**src/rtl/vga_pkg.sv**
```systemverilog
// -----------------------------------------------------------------------------
// vga_pkg
// Shared constants for the VGA raster engine: the standard 640x480@60 timing,
// the default colour depth, the default background band boundaries/colours and
// a helper that packs three colour channels into one {R,G,B} pixel word.
// -----------------------------------------------------------------------------
package vga_pkg;

    // Bits per colour channel in the default build.
    localparam int unsigned CW_DEFAULT = 2;

    // 640x480@60 horizontal timing, in pixels.
    localparam int unsigned VGA_H_ACTIVE = 640;
    localparam int unsigned VGA_H_FP     = 16;
    localparam int unsigned VGA_H_SYNC   = 96;
    localparam int unsigned VGA_H_BP     = 48;

    // 640x480@60 vertical timing, in lines.
    localparam int unsigned VGA_V_ACTIVE = 480;
    localparam int unsigned VGA_V_FP     = 10;
    localparam int unsigned VGA_V_SYNC   = 2;
    localparam int unsigned VGA_V_BP     = 33;

    // Background band boundaries (line numbers, exclusive upper bounds).
    localparam int unsigned VGA_BAND0_END = 240;
    localparam int unsigned VGA_BAND1_END = 264;

    // Pack three channels into a {R,G,B} word, red in the MSBs.
    function automatic logic [3*CW_DEFAULT-1:0] rgb_pack(
        input logic [CW_DEFAULT-1:0] r,
        input logic [CW_DEFAULT-1:0] g,
        input logic [CW_DEFAULT-1:0] b
    );
        return {r, g, b};
    endfunction

    // Default background colours for the three bands.
    localparam logic [3*CW_DEFAULT-1:0] VGA_BG0 = rgb_pack(2'b00, 2'b01, 2'b11);
    localparam logic [3*CW_DEFAULT-1:0] VGA_BG1 = rgb_pack(2'b00, 2'b11, 2'b00);
    localparam logic [3*CW_DEFAULT-1:0] VGA_BG2 = rgb_pack(2'b00, 2'b10, 2'b00);

endpackage

```
**src/rtl/vga_axis_counter.sv**
```systemverilog
// -----------------------------------------------------------------------------
// vga_axis_counter
// One raster axis (horizontal or vertical): a 10-bit counter running over
// ACTIVE+FP+SYNC+BP positions, with decoded terminal-count, sync and active
// flags. The horizontal instance advances on every enabled pixel; the vertical
// instance advances only when the horizontal one wraps.
//
// Parameters: ACTIVE, FP, SYNC, BP (positions), POL (active sync level).
// Ports:
//   clk       in   system clock
//   rst_n     in   asynchronous active-low reset
//   ce        in   clock enable (pixel enable)
//   wrap_in   in   advance qualifier; the counter steps when ce & wrap_in
//   count     out  current position, 0..TOTAL-1
//   wrap_out  out  count is at TOTAL-1 (the next step wraps to 0)
//   sync_raw  out  unregistered sync level, already at the POL polarity
//   active    out  count lies inside the visible region
// -----------------------------------------------------------------------------
module vga_axis_counter
    import vga_pkg::*;
#(
    parameter int unsigned ACTIVE = VGA_H_ACTIVE,
    parameter int unsigned FP     = VGA_H_FP,
    parameter int unsigned SYNC   = VGA_H_SYNC,
    parameter int unsigned BP     = VGA_H_BP,
    parameter logic        POL    = 1'b0
) (
    input  logic       clk,
    input  logic       rst_n,
    input  logic       ce,
    input  logic       wrap_in,
    output logic [9:0] count,
    output logic       wrap_out,
    output logic       sync_raw,
    output logic       active
);

    localparam int unsigned TOTAL = ACTIVE + FP + SYNC + BP;

    // Decode points, all expressed at the 10-bit counter width.
    localparam logic [9:0] LAST_C       = 10'(TOTAL - 1);
    localparam logic [9:0] ACTIVE_END_C = 10'(ACTIVE);
    localparam logic [9:0] SYNC_BEG_C   = 10'(ACTIVE + FP);
    localparam logic [9:0] SYNC_END_C   = 10'(ACTIVE + FP + SYNC);

    // Elaboration guards: every region must exist and the axis must fit.
    if (ACTIVE == 0 || FP == 0 || SYNC == 0 || BP == 0) begin : g_zero_region
        $error("vga_axis_counter: ACTIVE/FP/SYNC/BP must all be non-zero");
    end
    if (TOTAL > 1024) begin : g_total_too_big
        $error("vga_axis_counter: ACTIVE+FP+SYNC+BP exceeds the 10-bit counter range");
    end

    logic [9:0] r_count;
    logic       w_last;
    logic       w_in_sync;

    assign w_last    = (r_count == LAST_C);
    assign w_in_sync = (r_count >= SYNC_BEG_C) && (r_count < SYNC_END_C);

    // Position counter: step on enabled, qualified cycles and wrap at TOTAL-1.
    always_ff @(posedge clk or negedge rst_n) begin
        if (!rst_n) begin
            r_count <= 10'd0;
        end else if (ce && wrap_in) begin
            if (w_last) begin
                r_count <= 10'd0;
            end else begin
                r_count <= r_count + 10'd1;
            end
        end
    end

    assign count    = r_count;
    assign wrap_out = w_last;
    assign sync_raw = w_in_sync ? POL : ~POL;
    assign active   = (r_count < ACTIVE_END_C);

endmodule

```
**src/rtl/vga_timing_gen.sv**
```systemverilog
// -----------------------------------------------------------------------------
// vga_timing_gen
// Parametrised VGA raster engine. Generates the live H/V counters consumed by
// the scene logic, and from them a registered pixel stream: banded background,
// optional overlay pixel from the scene logic, blanking, syncs, data-enable and
// frame/line strobes. Every registered output lags the live counters by exactly
// one pix_ce-enabled cycle, so all of them stay mutually aligned.
//
// Optional feature: define VGA_TEST_PATTERN_EN to add the tp_mode input, which
// replaces the active-area colour with 8 vertical colour bars.
//
// Ports:
//   clk          in   system clock
//   rst_n        in   asynchronous active-low reset
//   pix_ce       in   pixel enable; all state advances only when it is 1
//   rgb_in       in   overlay pixel {R,G,B} for the current h_count/v_count
//   draw         in   1 = rgb_in replaces the background at this position
//   tp_mode      in   (VGA_TEST_PATTERN_EN only) 1 = colour-bar pattern
//   h_count      out  live horizontal count, 0..H_TOTAL-1
//   v_count      out  live vertical count, 0..V_TOTAL-1
//   red_out      out  registered red channel, 0 in blanking
//   green_out    out  registered green channel, 0 in blanking
//   blue_out     out  registered blue channel, 0 in blanking
//   hsync        out  registered horizontal sync (HS_POL active)
//   vsync        out  registered vertical sync (VS_POL active)
//   de           out  registered active-video flag
//   frame_start  out  pulse aligned with output pixel (0,0)
//   line_start   out  pulse aligned with output pixel (0,y) of each active line
// -----------------------------------------------------------------------------
module vga_timing_gen
    import vga_pkg::*;
#(
    parameter int unsigned CW        = CW_DEFAULT,
    parameter int unsigned H_ACTIVE  = VGA_H_ACTIVE,
    parameter int unsigned H_FP      = VGA_H_FP,
    parameter int unsigned H_SYNC    = VGA_H_SYNC,
    parameter int unsigned H_BP      = VGA_H_BP,
    parameter int unsigned V_ACTIVE  = VGA_V_ACTIVE,
    parameter int unsigned V_FP      = VGA_V_FP,
    parameter int unsigned V_SYNC    = VGA_V_SYNC,
    parameter int unsigned V_BP      = VGA_V_BP,
    parameter logic        HS_POL    = 1'b0,
    parameter logic        VS_POL    = 1'b0,
    parameter int unsigned BAND0_END = VGA_BAND0_END,
    parameter int unsigned BAND1_END = VGA_BAND1_END,
    parameter logic [3*CW-1:0] BG0   = (3*CW)'(VGA_BG0),
    parameter logic [3*CW-1:0] BG1   = (3*CW)'(VGA_BG1),
    parameter logic [3*CW-1:0] BG2   = (3*CW)'(VGA_BG2)
) (
    input  logic            clk,
    input  logic            rst_n,
    input  logic            pix_ce,
    input  logic [3*CW-1:0] rgb_in,
    input  logic            draw,
`ifdef VGA_TEST_PATTERN_EN
    input  logic            tp_mode,
`endif
    output logic [9:0]      h_count,
    output logic [9:0]      v_count,
    output logic [CW-1:0]   red_out,
    output logic [CW-1:0]   green_out,
    output logic [CW-1:0]   blue_out,
    output logic            hsync,
    output logic            vsync,
    output logic            de,
    output logic            frame_start,
    output logic            line_start
);

    localparam int unsigned PW = 3 * CW;

    localparam logic [9:0] BAND0_END_C = 10'(BAND0_END);
    localparam logic [9:0] BAND1_END_C = 10'(BAND1_END);

    // Elaboration guards not covered by the axis counters themselves.
    if (CW == 0) begin : g_zero_cw
        $error("vga_timing_gen: CW must be non-zero");
    end
    if (BAND0_END > BAND1_END) begin : g_band_order
        $error("vga_timing_gen: BAND0_END must not exceed BAND1_END");
    end

    // ------------------------------------------------------------------
    // Axis counters
    // ------------------------------------------------------------------
    logic [9:0] w_h_count;
    logic [9:0] w_v_count;
    logic       w_h_wrap;
    logic       w_v_wrap;
    logic       w_h_sync;
    logic       w_v_sync;
    logic       w_h_active;
    logic       w_v_active;

    vga_axis_counter #(
        .ACTIVE (H_ACTIVE),
        .FP     (H_FP),
        .SYNC   (H_SYNC),
        .BP     (H_BP),
        .POL    (HS_POL)
    ) u_h_axis (
        .clk      (clk),
        .rst_n    (rst_n),
        .ce       (pix_ce),
        .wrap_in  (1'b1),
        .count    (w_h_count),
        .wrap_out (w_h_wrap),
        .sync_raw (w_h_sync),
        .active   (w_h_active)
    );

    // The vertical axis steps once per line, on the enabled cycle where the
    // horizontal axis wraps; its own wrap therefore coincides with that edge.
    vga_axis_counter #(
        .ACTIVE (V_ACTIVE),
        .FP     (V_FP),
        .SYNC   (V_SYNC),
        .BP     (V_BP),
        .POL    (VS_POL)
    ) u_v_axis (
        .clk      (clk),
        .rst_n    (rst_n),
        .ce       (pix_ce),
        .wrap_in  (w_h_wrap),
        .count    (w_v_count),
        .wrap_out (w_v_wrap),
        .sync_raw (w_v_sync),
        .active   (w_v_active)
    );

    // The vertical terminal count carries no extra meaning for the pixel
    // path; frame boundaries are decoded directly from the counters below.
    logic w_v_wrap_unused;
    assign w_v_wrap_unused = w_v_wrap;

    assign h_count = w_h_count;
    assign v_count = w_v_count;

    // ------------------------------------------------------------------
    // Pixel selection (combinational, from the live counters)
    // ------------------------------------------------------------------
    logic          w_active;
    logic [PW-1:0] w_band;
    logic [PW-1:0] w_pix;
    logic          w_frame_first;
    logic          w_line_first;

    assign w_active      = w_h_active & w_v_active;
    assign w_frame_first = (w_h_count == 10'd0) && (w_v_count == 10'd0);
    assign w_line_first  = (w_h_count == 10'd0) && w_v_active;

    // Background band lookup on the current line.
    always_comb begin
        w_band = BG2;
        if (w_v_count < BAND0_END_C) begin
            w_band = BG0;
        end else if (w_v_count < BAND1_END_C) begin
            w_band = BG1;
        end else begin
            w_band = BG2;
        end
    end

`ifdef VGA_TEST_PATTERN_EN
    // Colour bars: eight equal-width bars; the bar index bits drive R/G/B.
    localparam int unsigned BAR_W = ((H_ACTIVE / 8) == 0) ? 1 : (H_ACTIVE / 8);

    logic [2:0]    w_bar_idx;
    logic [PW-1:0] w_tp_pix;

    assign w_bar_idx = 3'(w_h_count / 10'(BAR_W));
    assign w_tp_pix  = {{CW{w_bar_idx[2]}}, {CW{w_bar_idx[1]}}, {CW{w_bar_idx[0]}}};

    // Colour priority inside the active area: test pattern, overlay, band.
    always_comb begin
        w_pix = {PW{1'b0}};
        if (w_active) begin
            if (tp_mode) begin
                w_pix = w_tp_pix;
            end else if (draw) begin
                w_pix = rgb_in;
            end else begin
                w_pix = w_band;
            end
        end else begin
            w_pix = {PW{1'b0}};
        end
    end
`else
    // Colour priority inside the active area: overlay, then band.
    always_comb begin
        w_pix = {PW{1'b0}};
        if (w_active) begin
            if (draw) begin
                w_pix = rgb_in;
            end else begin
                w_pix = w_band;
            end
        end else begin
            w_pix = {PW{1'b0}};
        end
    end
`endif

    // ------------------------------------------------------------------
    // Output pipeline stage
    // ------------------------------------------------------------------
    logic [PW-1:0] r_pix;
    logic          r_hsync;
    logic          r_vsync;
    logic          r_de;
    logic          r_frame_start;
    logic          r_line_start;

    // Register colour, syncs, de and strobes one enabled cycle behind the counters.
    always_ff @(posedge clk or negedge rst_n) begin
        if (!rst_n) begin
            r_pix         <= {PW{1'b0}};
            r_hsync       <= ~HS_POL;
            r_vsync       <= ~VS_POL;
            r_de          <= 1'b0;
            r_frame_start <= 1'b0;
            r_line_start  <= 1'b0;
        end else if (pix_ce) begin
            r_pix         <= w_pix;
            r_hsync       <= w_h_sync;
            r_vsync       <= w_v_sync;
            r_de          <= w_active;
            r_frame_start <= w_frame_first;
            r_line_start  <= w_line_first;
        end
    end

    assign red_out     = r_pix[PW-1:2*CW];
    assign green_out   = r_pix[2*CW-1:CW];
    assign blue_out    = r_pix[CW-1:0];
    assign hsync       = r_hsync;
    assign vsync       = r_vsync;
    assign de          = r_de;
    assign frame_start = r_frame_start;
    assign line_start  = r_line_start;

endmodule

```
**config.mk**
```make
export PLATFORM = sky130hd
export DESIGN_NAME = vga_timing_gen
export DESIGN_NICKNAME = d
export VERILOG_FILES = /design/src/rtl/vga_pkg.sv /design/src/rtl/vga_axis_counter.sv /design/src/rtl/vga_timing_gen.sv
export SDC_FILE = /design/constraint.sdc
export NUM_CORES = 1
export LEC_CHECK = 0
export BUFFER_PORTS_ARGS = -buffer_cell sky130_fd_sc_hd__clkbuf_2
export CORE_MARGIN = 2
export CORE_UTILIZATION = 39
export DETAILED_ROUTE_END_ITERATION = 8
export GPL_TIMING_DRIVEN = 1
export PLACE_DENSITY_LB_ADDON = 0.05
export RECOVER_POWER = 25
export SETUP_SLACK_MARGIN = 0.3
export SLEW_MARGIN = 15
export SYNTH_ARGS = -nofsm -noshare
export SYNTH_HDL_FRONTEND = slang
export SYNTH_SLANG_ARGS = --single-unit
```
**constraint.sdc**
```tcl
create_clock -name clk -period 1.6 [get_ports clk]
set_input_delay 0.32 -clock clk [delete_from_list [all_inputs] [get_ports clk]]
set_output_delay 0.32 -clock clk [all_outputs]
set_load 0.03 [all_outputs]
```
# Yosys cells after proc, flatten, opt, wreduce, memory -nomap -nowiden
# Cells that the tools add are included.
[word_totals]
regBits = 31
input_bits = 10
out_inout_bits = 31
wordCells = 36
[classes]
add_sub_neg = 2
order_cmp = 8
n_eq_ne = 2
mux = 8
n_bitwise = 1
reduce_logical = 7
[ops]
columns = ["operator", "count"]
rows = [
  ["$lt A10 B9 Y1 const B", 3],
  ["$add A10 B1 Y10 const B", 2],
  ["$eq A10 B10 Y1 const B", 2],
  ["$logic_not A10 Y1", 2],
  ["$lt A10 B10 Y1 const B", 2],
  ["$mux W10", 2],
  ["$mux W6", 3],
  ["$ge A10 B10 Y1 const B", 1],
  ["$ge A10 B9 Y1 const B", 1],
  ["$lt A10 B8 Y1 const B", 1],
  ["$logic_and A1 B1 Y1", 5],
  ["$mux W3", 1],
  ["$mux W1", 2],
  ["$and A1 B1 Y1", 1],
]

# Longest topological paths before layout
# Gate-level depths: netlist of the first run.
[depth]
ltp_word = 5
ltp_mapped = 6
depth_no_buf = 6

# Cells and area by module
# Synthesis of the first run repeated with hierarchy kept, for this count alone.
[hier_totals]
cells_unflattened = 167
hier_area_um2 = 1716.6
[modules_own_cells]
columns = ["module", "n_inst", "cells_each", "area_each_um2", "seq_area_each_um2"]
rows = [
  ["vga_axis_counter at u_v_axis", 1, 61, 600.6, 250.2],
  ["vga_axis_counter at u_h_axis", 1, 61, 591.8, 250.2],
  ["vga_timing_gen", 1, 45, 524.3, 277.8],
]

# Worst setup path after synthesis of the first run
# No wires, ideal clock.
[synth_path]
kind = "register to register"
start = "reg u_h_axis.r_count[0], in the netlist u_h_axis.count[0]"
end = "reg u_v_axis.r_count[3], in the netlist u_v_axis.count[3]"
setup_ns = 0.083
arrival_time_ns = 1.674
t_required_ns = 1.517
slack_ns = -0.157
stages_incl_launch_ff = 7
n_path_buf = 1
period_less_slack_ns = 1.757
path_cell_list = "dfrtp_1 -> ha_1 -> nand4_4 -> nand3b_4 -> buf_6 -> or3_1 -> o21ai_0"
[synth_between]
elab_chain_len = 2
[synth_lines]
columns = ["element", "line", "source"]
rows = [
  ["from (decl)", "vga_axis_counter.sv:54", "logic [9:0] r_count;"],
  ["from (signal assigned)", "vga_axis_counter.sv:69", "r_count <= r_count + 10'd1;"],
  ["$eq A10 B10 Y1", "vga_axis_counter.sv:58", "assign w_last = (r_count == LAST_C);"],
  ["$logic_and A1 B1 Y1", "vga_axis_counter.sv:65", "end else if (ce && wrap_in) begin"],
  ["to (signal assigned)", "vga_axis_counter.sv:69", ""],
  ["to (decl)", "vga_axis_counter.sv:54", ""],
]
# Every way passes these cells.
# A chain may end at the register's enable or synchronous reset.

# Worst setup path after layout of the first run
[layout_path]
start = "reg u_v_axis.r_count[1], in the netlist u_v_axis.count[1]"
end = "reg u_v_axis.r_count[3], in the netlist u_v_axis.count[3]"
[layout_between]
elab_chain_len = 2
elab_cells_between_ends = 3
classes_between = "1 x add/sub; 1 x eq/ne; 1 x mux"
[layout_lines]
columns = ["element", "line", "source"]
rows = [
  ["$add A10 B1 Y10 or $eq A10 B10 Y1 (tied branches)", "vga_axis_counter.sv:69, vga_axis_counter.sv:58", ""],
  ["$mux W10 *", "vga_axis_counter.sv:66", "if (w_last) begin"],
]
# Mark *: on every way between the ends. The rest lies on a longest branch, timed or not.

==> results of run 1 <==
==> synth_stat cells (2+ instances only) <==
cell      count
a21oi_1       4
and3_1        6
clkbuf_1      2
dfrtp_1      29
dfstp_2       2
ha_1          5
inv_1        16
nand2_1      13
nand2b_1      5
nand3_1       8
nand4_1       3
nand4b_1      3
nor2_1       11
nor2b_1       4
nor3_1        5
nor4_1        2
o21ai_0      13
o22ai_1       6
o31ai_1       2
o32ai_1       2
or3_1         2
xnor2_1       4
xor2_1        6
==> power breakdown <==
part | internal [mW] | total (mW) | switching (mW)
clock | 0.392 | 0.677 | 0.285
sequential | 0.860 | 0.965 | 0.106
combinational | 0.281 | 0.620 | 0.339
==> final cells by class <==
type / instances / area [um2]
fill: 303 / 1370
multi-input combinational: 117 / 953
timing repair buffer: 78 / 652
sequential: 31 / 798
inverter: 16 / 60.1
tap: 50 / 62.6
clock buffer: 8 / 100
==> layer usage <==
layer,GRT usage [%],up-vias
li1,-,752
met1,26.1,758
met2,30.8,36
met3,4.06,7
met4,7.50,0
met5,0,-
==> how the worst max path moves through the flow <==
stage / cells after the start / endpoint / slack [ns]
finish: 6 / u_v_axis.count[3]$_DFFE_PN0P_ / 0.14
global placement: 5 / vsync$_DFFE_PN1P_ / 0.13
detailed placement: 5 / vsync$_DFFE_PN1P_ / 0.07
floorplan: 6 / u_v_axis.count[3]$_DFFE_PN0P_ / 0.05
global route: 6 / u_v_axis.count[9]$_DFFE_PN0P_ / 0.05
CTS: 5 / u_v_axis.count[7]$_DFFE_PN0P_ / 0.20
==> worst max-delay path, stage by stage, from the launching register on <==
cell	delay, ns
dfrtp_2	0.44
inv_1	0.09
ha_1	0.18
nor2b_4	0.19
nand3_2	0.16
a21oi_1	0.22
o21ai_1	0.08
==> state kept, by name, summed over array words and instances (netlist names) <==
name            cells
frame_start         1
line_start          1
de                  1
r_pix               6
vsync               1
u_h_axis.count     10
hsync               1
u_v_axis.count     10
==> repair_timing <==
| item | 4_1_cts | 5_1_grt |
|---|---|---|
| gates resized for setup | 39 | 66 |
| endpoints found under the setup margin | 28 | 42 |
| setup buffers | 18 | 10 |
| hold endpoints to repair | 0 | 0 |
| cloned | 1 | 0 |
| pin swaps | 8 | 8 |
==> cell families after synthesis <==
logic type / count (synthesis) / share of synthesized area (%)
simple gates: 69 / 25.0
buf+inv: 22 / 5.91
fa+ha+maj: 5 / 3.84
flops: 31 / 47.8
mux: 1 / 0.614
xor+xnor: 10 / 5.38
compound gates: 31 / 11.5
==> metrics by stage <==
| step | worst slack [ns] | hold slack, ns | total power [mW] |
|---|---|---|---|
| after floorplan | 0.0473 | 0.0244 | 1.32 |
| after global placement | 0.134 | 0.363 | 1.44 |
| after detailed placement | 0.0671 | 0.365 | 1.46 |
| after CTS | 0.197 | 0.0654 | 2.20 |
| final | 0.137 | 0.194 | 2.26 |
| after global routing | 0.0475 | 0.265 | 2.37 |
==> key figures, run 1 <==
Setup path
  • CP arrival: around 1.6 ns
  • Reg2reg path depth: 6
  • Crit path required time: ~1.8 ns
  • Crit Path Class: flop to flop
  • Worst-path maximum fanout: 5
  • CP Capture Type: flop
  • RR Startpoint: u_v_axis.count[1]$_DFFE_PN0P_
  • CP startpoint kind: flop
  • RR Endpoint: u_v_axis.count[3]$_DFFE_PN0P_
  • Reg2Reg Setup Slack: about 0.14 ns
  • CP Launch Point: u_v_axis.count[1]$_DFFE_PN0P_

Final layout
  • Commonest non-fill, non-tap cells in the layout: buf_4, clkbuf_2, buf_6
  • Most common cell after layout, fill and taps aside: buf_4
  • Layout Nets: roughly 260
  • ANT cells: 0
  • Design Area, Final: 2630 um2
  • Final core utilization: roughly two thirds
  • Share of cells above drive strength 1: approximately 56%
  • Final non-filler cell total: 300
  • Area Overhead vs Synth: 61.2%

Place
  • DPL Wire Length: roughly 2900 um
  • Dpl cells: about 260
  • Port buffer count: 40
  • DP Area: 2000 um2
  • GPL Wtd Cong: between 0.7 and 0.8

Logic synthesis
  • Cells after Synth: between 150 and 200
  • Mean Syn Cell Area: about 9.6 um2
  • Post-synth top area share: about 45%
  • Primary FF master, synth: dfrtp_1
  • Number of synthesized flops with an enable pin: 0
  • Synthesis warning total: 0
  • Syn Nets: 184
  • Largest area contributor in the netlist: dfrtp_1
  • Top post-synthesis cells by area: dfrtp_1, o21ai_0, ha_1
  • Seq/Total Area, Yosys: about 48%
  • Syn Std Cell Area: between 1500 and 2000 um2
  • Ys async rst share: 100%
  • Cell variety after synth: 39
  • Yosys reg bits: 31

STA
  • Fmax: between 600 and 700 MHz
  • Tcrit/Tclk final: 91.4%
  • Fin. max-slew vios: 0
  • Slew margin rel.: a little under half
  • Skew final: roughly 0.0055 ns
  • # setup viols final: 0
  • RSZ-0062 raised after global routing: true
  • Final Critical Period: 1.46 ns
  • TNS Setup: 0 ns
  • Slew of the pin with the lowest slew margin: just under 0.8 ns
  • Hold Vio Cnt, Final: 0

CTS
  • Hold_buf cts: 0
  • TritonCTS buffer count: 5
  • H-Tree Depth: 2
  • Number of clock sinks: 31
  • CTS tree: built
  • Worst-Skew Late Latency: between 0.2 and 0.3 ns
  • Clock Pin Slew Worst Setup and Hold Paths: around 0.07 ns
  • Worst-case clock buffer depth: 2
  • Clk root buf: clkbuf_8

Drt
  • Highest routed layer: met4
  • Met2 WL: roughly 2300 um
  • Routed WL per cell: approximately 16 um
  • Routed length on met3: ~170 um
  • DRC marker count from the first detailed-route iteration: 52
  • Vias: approximately 1,600
  • Drt total wl: around 4700 um
  • WL met1: 2140 um
  • Drt pass-1 iters: 4
  • Antenna-violating nets left: 0
  • DRC: 0
  • DR vias/cell: between 5 and 6

Global route
  • Initial antenna violation count: 0
  • Gr usage total: 19.5%
  • Number of global-route vias before repair: approximately 1,400
  • First-pass GRT wire length: 6600 um
  • Total gr overflow: 0
  • Largest net degree at the start of global routing: 32

Outcome
  • Status: finished clean

Floorplanning
  • FP Rows: 23
  • Core area: 4000 um2
  • Number of I/O pins: 41
  • Die H: between 60 and 70 um
  • Die width: between 60 and 70 um
  • Die Area: ~4700 um2
  • Initial Util: about two fifths

Pwr
  • Power Density: ~860 nW/um2
  • Leak: 1.24 nW
  • Worst VDD drop: 0.543 mV

Hold path
  • Hold WC Path Type: primary input to async pin

Flow run
  • Max_cap viols: 0
Note: power is estimated with default switching activity, not from simulation.
==> run 2, diff against run 1 <==
==> constraint.sdc (replaced) <==
create_clock -name clk -period 1.6 [get_ports clk]
set_input_delay 0 -clock clk [delete_from_list [all_inputs] [get_ports clk]]
set_output_delay 0 -clock clk [all_outputs]
set_load 0.03 [all_outputs]
==> key figures, run 2 (synthesis gave the netlist of run 1 again) <==
Global route
  • Largest net degree at the start of global routing: 32 (unchanged)
  • Gr usage total: 18.6% (was 19.5%)
  • Total gr overflow: 0 (unchanged)
  • First-pass GRT wire length: 6400 um (was 6600 um)
  • Initial antenna violation count: 0 (unchanged)
  • Number of global-route vias before repair: 1,374 (was 1,354)

Setup path
  • RR Endpoint: u_v_axis.count[3]$_DFFE_PN0P_ (unchanged)
  • CP startpoint kind: flop (unchanged)
  • RR Startpoint: u_h_axis.count[7]$_DFFE_PN0P_ (was u_v_axis.count[1]$_DFFE_PN0P_)
  • Crit path required time: 1.82 ns (was 1.77 ns)
  • CP Capture Type: flop (unchanged)
  • Crit Path Class: flop to flop (unchanged)
  • Worst-path maximum fanout: 10 (was 5)
  • Reg2reg path depth: 4 (was 6)
  • CP arrival: 1.63 ns (was 1.64 ns)
  • Reg2Reg Setup Slack: 0.19 ns (was 0.14 ns)

Drt
  • DRC marker count from the first detailed-route iteration: 57 (was 52)
  • Routed WL per cell: 14.4 um (was 15.5 um)
  • DR vias/cell: 5.14 (was 5.18)
  • Drt total wl: 4210 um (was 4660 um)
  • Drt pass-1 iters: 4 (unchanged)
  • DRC: 0 (unchanged)
  • Antenna-violating nets left: 0 (unchanged)
  • Vias: 1,506 (was 1,553)

Place
  • DPL Wire Length: 2870 um (was 2860 um)
  • Port buffer count: 40 (unchanged)
  • Place WS: 0.0397 ns (was 0.0671 ns)
  • GPL Wtd Cong: 0.807 (was 0.779)
  • Dpl cells: 262 (was 263)
  • DP Area: 1990 um2 (was 2000 um2)

Pwr
  • Clock share of power: 29.4% (was 29.9%)
  • Sequential power share: 43.2% (was 42.7%)
  • Gate power share: 27.4% (about the same)
  • Leak: 1.05 nW (was 1.24 nW)
  • Psw: 703 uW (was 730 uW)
  • Power Density: 908 nW/um2 (was 861 nW/um2)
  • Switch share: 33.1% (was 32.3%)
  • Int Pwr: 1.42 mW (was 1.53 mW)
  • Worst VDD drop: 0.447 mV (was 0.543 mV)

STA
  • Slack of the critical path: 0.186 ns (was 0.137 ns)
  • TNS Setup: 0 ns (unchanged)
  • Tcrit/Tclk final: 88.4% (was 91.4%)
  • Fin. max-slew vios: 0 (unchanged)
  • Hold Vio Cnt, Final: 0 (unchanged)
  • Slew margin rel.: 47.2% (was 47.4%)
  • # setup viols final: 0 (unchanged)
  • Fmax: 707 MHz (was 684 MHz)
  • Slew of the pin with the lowest slew margin: 0.792 ns (was 0.789 ns)
  • Skew final: 0.0115 ns (was 0.00546 ns)
  • RSZ-0062 raised after global routing: true (unchanged)
  • Final Critical Period: 1.41 ns (was 1.46 ns)
  • Final hold slack: 0.0179 ns (was 0.194 ns)

Final layout
  • Multi-input combinational cell area: 888 um2 (was 953 um2)
  • Design Area, Final: 2340 um2 (was 2630 um2)
  • Area Overhead vs Synth: 43.7% (was 61.2%)
  • Final non-filler cell total: 293 (was 300)
  • Share of cells above drive strength 1: 43.2% (was 55.6%)
  • ANT cells: 0 (unchanged)
  • Filler instances: 369 (was 303)
  • Commonest non-fill, non-tap cells in the layout: buf_4, clkbuf_2, clkbuf_1 (was buf_4, clkbuf_2, buf_6)
  • Register area: 797 um2 (was 798 um2)
  • Most common cell after layout, fill and taps aside: buf_4 (unchanged)
  • Layout Nets: 257 (was 264)

CTS
  • Clk root buf: clkbuf_8 (unchanged)
  • TritonCTS buffer count: 5 (unchanged)
  • Clock Pin Slew Worst Setup and Hold Paths: 0.07 ns (about the same)
  • H-Tree Depth: 2 (unchanged)
  • Number of clock sinks: 31 (unchanged)
  • Worst-case clock buffer depth: 2 (unchanged)
  • Worst-Skew Late Latency: 0.28 ns (about the same)
  • CTS tree: built (unchanged)

Floorplanning
  • Die width: 68.6 um (unchanged)
  • FP Rows: 23 (unchanged)
  • Die H: 68.6 um (unchanged)
  • Core area: 4000 um2 (unchanged)
  • Initial Util: 40.7% (unchanged)
  • Die Area: 4710 um2 (unchanged)
  • Number of I/O pins: 41 (unchanged)

Hold path
  • Min-Delay Startpoint: rgb_in[2]
  • Worst Hold Depth: 3
  • WHS Endpoint: r_pix[2]$_DFFE_PN0P_
  • Hold WC Path Type: primary input to flop (was primary input to async pin)

Flow run
  • Max_cap viols: 0 (unchanged)

Outcome
  • Status: finished clean (unchanged)
-- run 2: changes by cell type in the layout (fill, tap and decap cells not counted), moves of 2 or more --
cell and change:
clkbuf_4 -3, dlygate4sd3_1 +4, clkbuf_8 -2, nor3_2 +2, o21ai_0 +5, clkbuf_1 +16
buf_8 -6, nor3_4 -2, buf_6 -17, o21ai_1 -5
-- run 2: power groups by stage --
stage / clock (mW) / sequential, mW / combinational (mW)
after floorplan: 0 / 1.07 / 0.244
after global placement: 0 / 0.934 / 0.551
after detailed placement: 0 / 0.937 / 0.553
after CTS: 0.645 / 0.920 / 0.579
after global routing: 0.693 / 0.927 / 0.639
final: 0.626 / 0.917 / 0.582
-- run 2: layout make-up --
type                       count  area share [%]
multi-input combinational    116            37.9
clock inverter                 1           0.214
inverter                      16            2.57
sequential                    31            34.0
tap                           50            2.67
clock buffer                   7            3.69
timing repair buffer          72            18.9
-- run 2: what timing repair did --
item / 4_1_cts / 5_1_grt
pin swaps: 10 / 9
hold buffers: 4 / 0
endpoints found under the hold margin: 32 / 0
setup buffers: 11 / 8
endpoints found under the setup margin: 19 / 22
resized for setup: 4 / 21
-- run 2: worst max-delay path by stage --
stage	from	endpoint	slack, ns
floorplan	u_h_axis.count[0]$_DFFE_PN0P_	u_v_axis.count[3]$_DFFE_PN0P_	0.05
global placement	u_h_axis.count[0]$_DFFE_PN0P_	u_v_axis.count[9]$_DFFE_PN0P_	0.09
detailed placement	u_h_axis.count[0]$_DFFE_PN0P_	u_v_axis.count[9]$_DFFE_PN0P_	0.04
CTS	u_h_axis.count[7]$_DFFE_PN0P_	u_v_axis.count[9]$_DFFE_PN0P_	0.15
global route	u_h_axis.count[7]$_DFFE_PN0P_	u_v_axis.count[2]$_DFFE_PN0P_	0.09
finish	u_h_axis.count[7]$_DFFE_PN0P_	u_v_axis.count[3]$_DFFE_PN0P_	0.19
-- run 2: stage by stage --
stage	util, %	power [mW]
2_1_floorplan	-	1.32
3_3_place_gp	49.7	1.48
3_5_place_dp	49.7	1.49
4_1_cts	55.6	2.14
5_1_grt	58.5	2.26
6_report	58.5	2.13
-- run 2: layer usage --
layer | wire length, um | track usage [%] | part of all wire (%)
met5 | 0 | 0 | 0
met4 | 58 | 6.25 | 1.4
met3 | 184 | 5.68 | 4.4
met2 | 2000 | 28.7 | 47
met1 | 1970 | 24.6 | 47
-- run 2: critical path: stages (launching register included) --
cell and delay [ns]:
dfrtp_2 0.45, nor2_1 0.28, nand3b_4 0.19, or3_1 0.35
o21ai_1 0.08
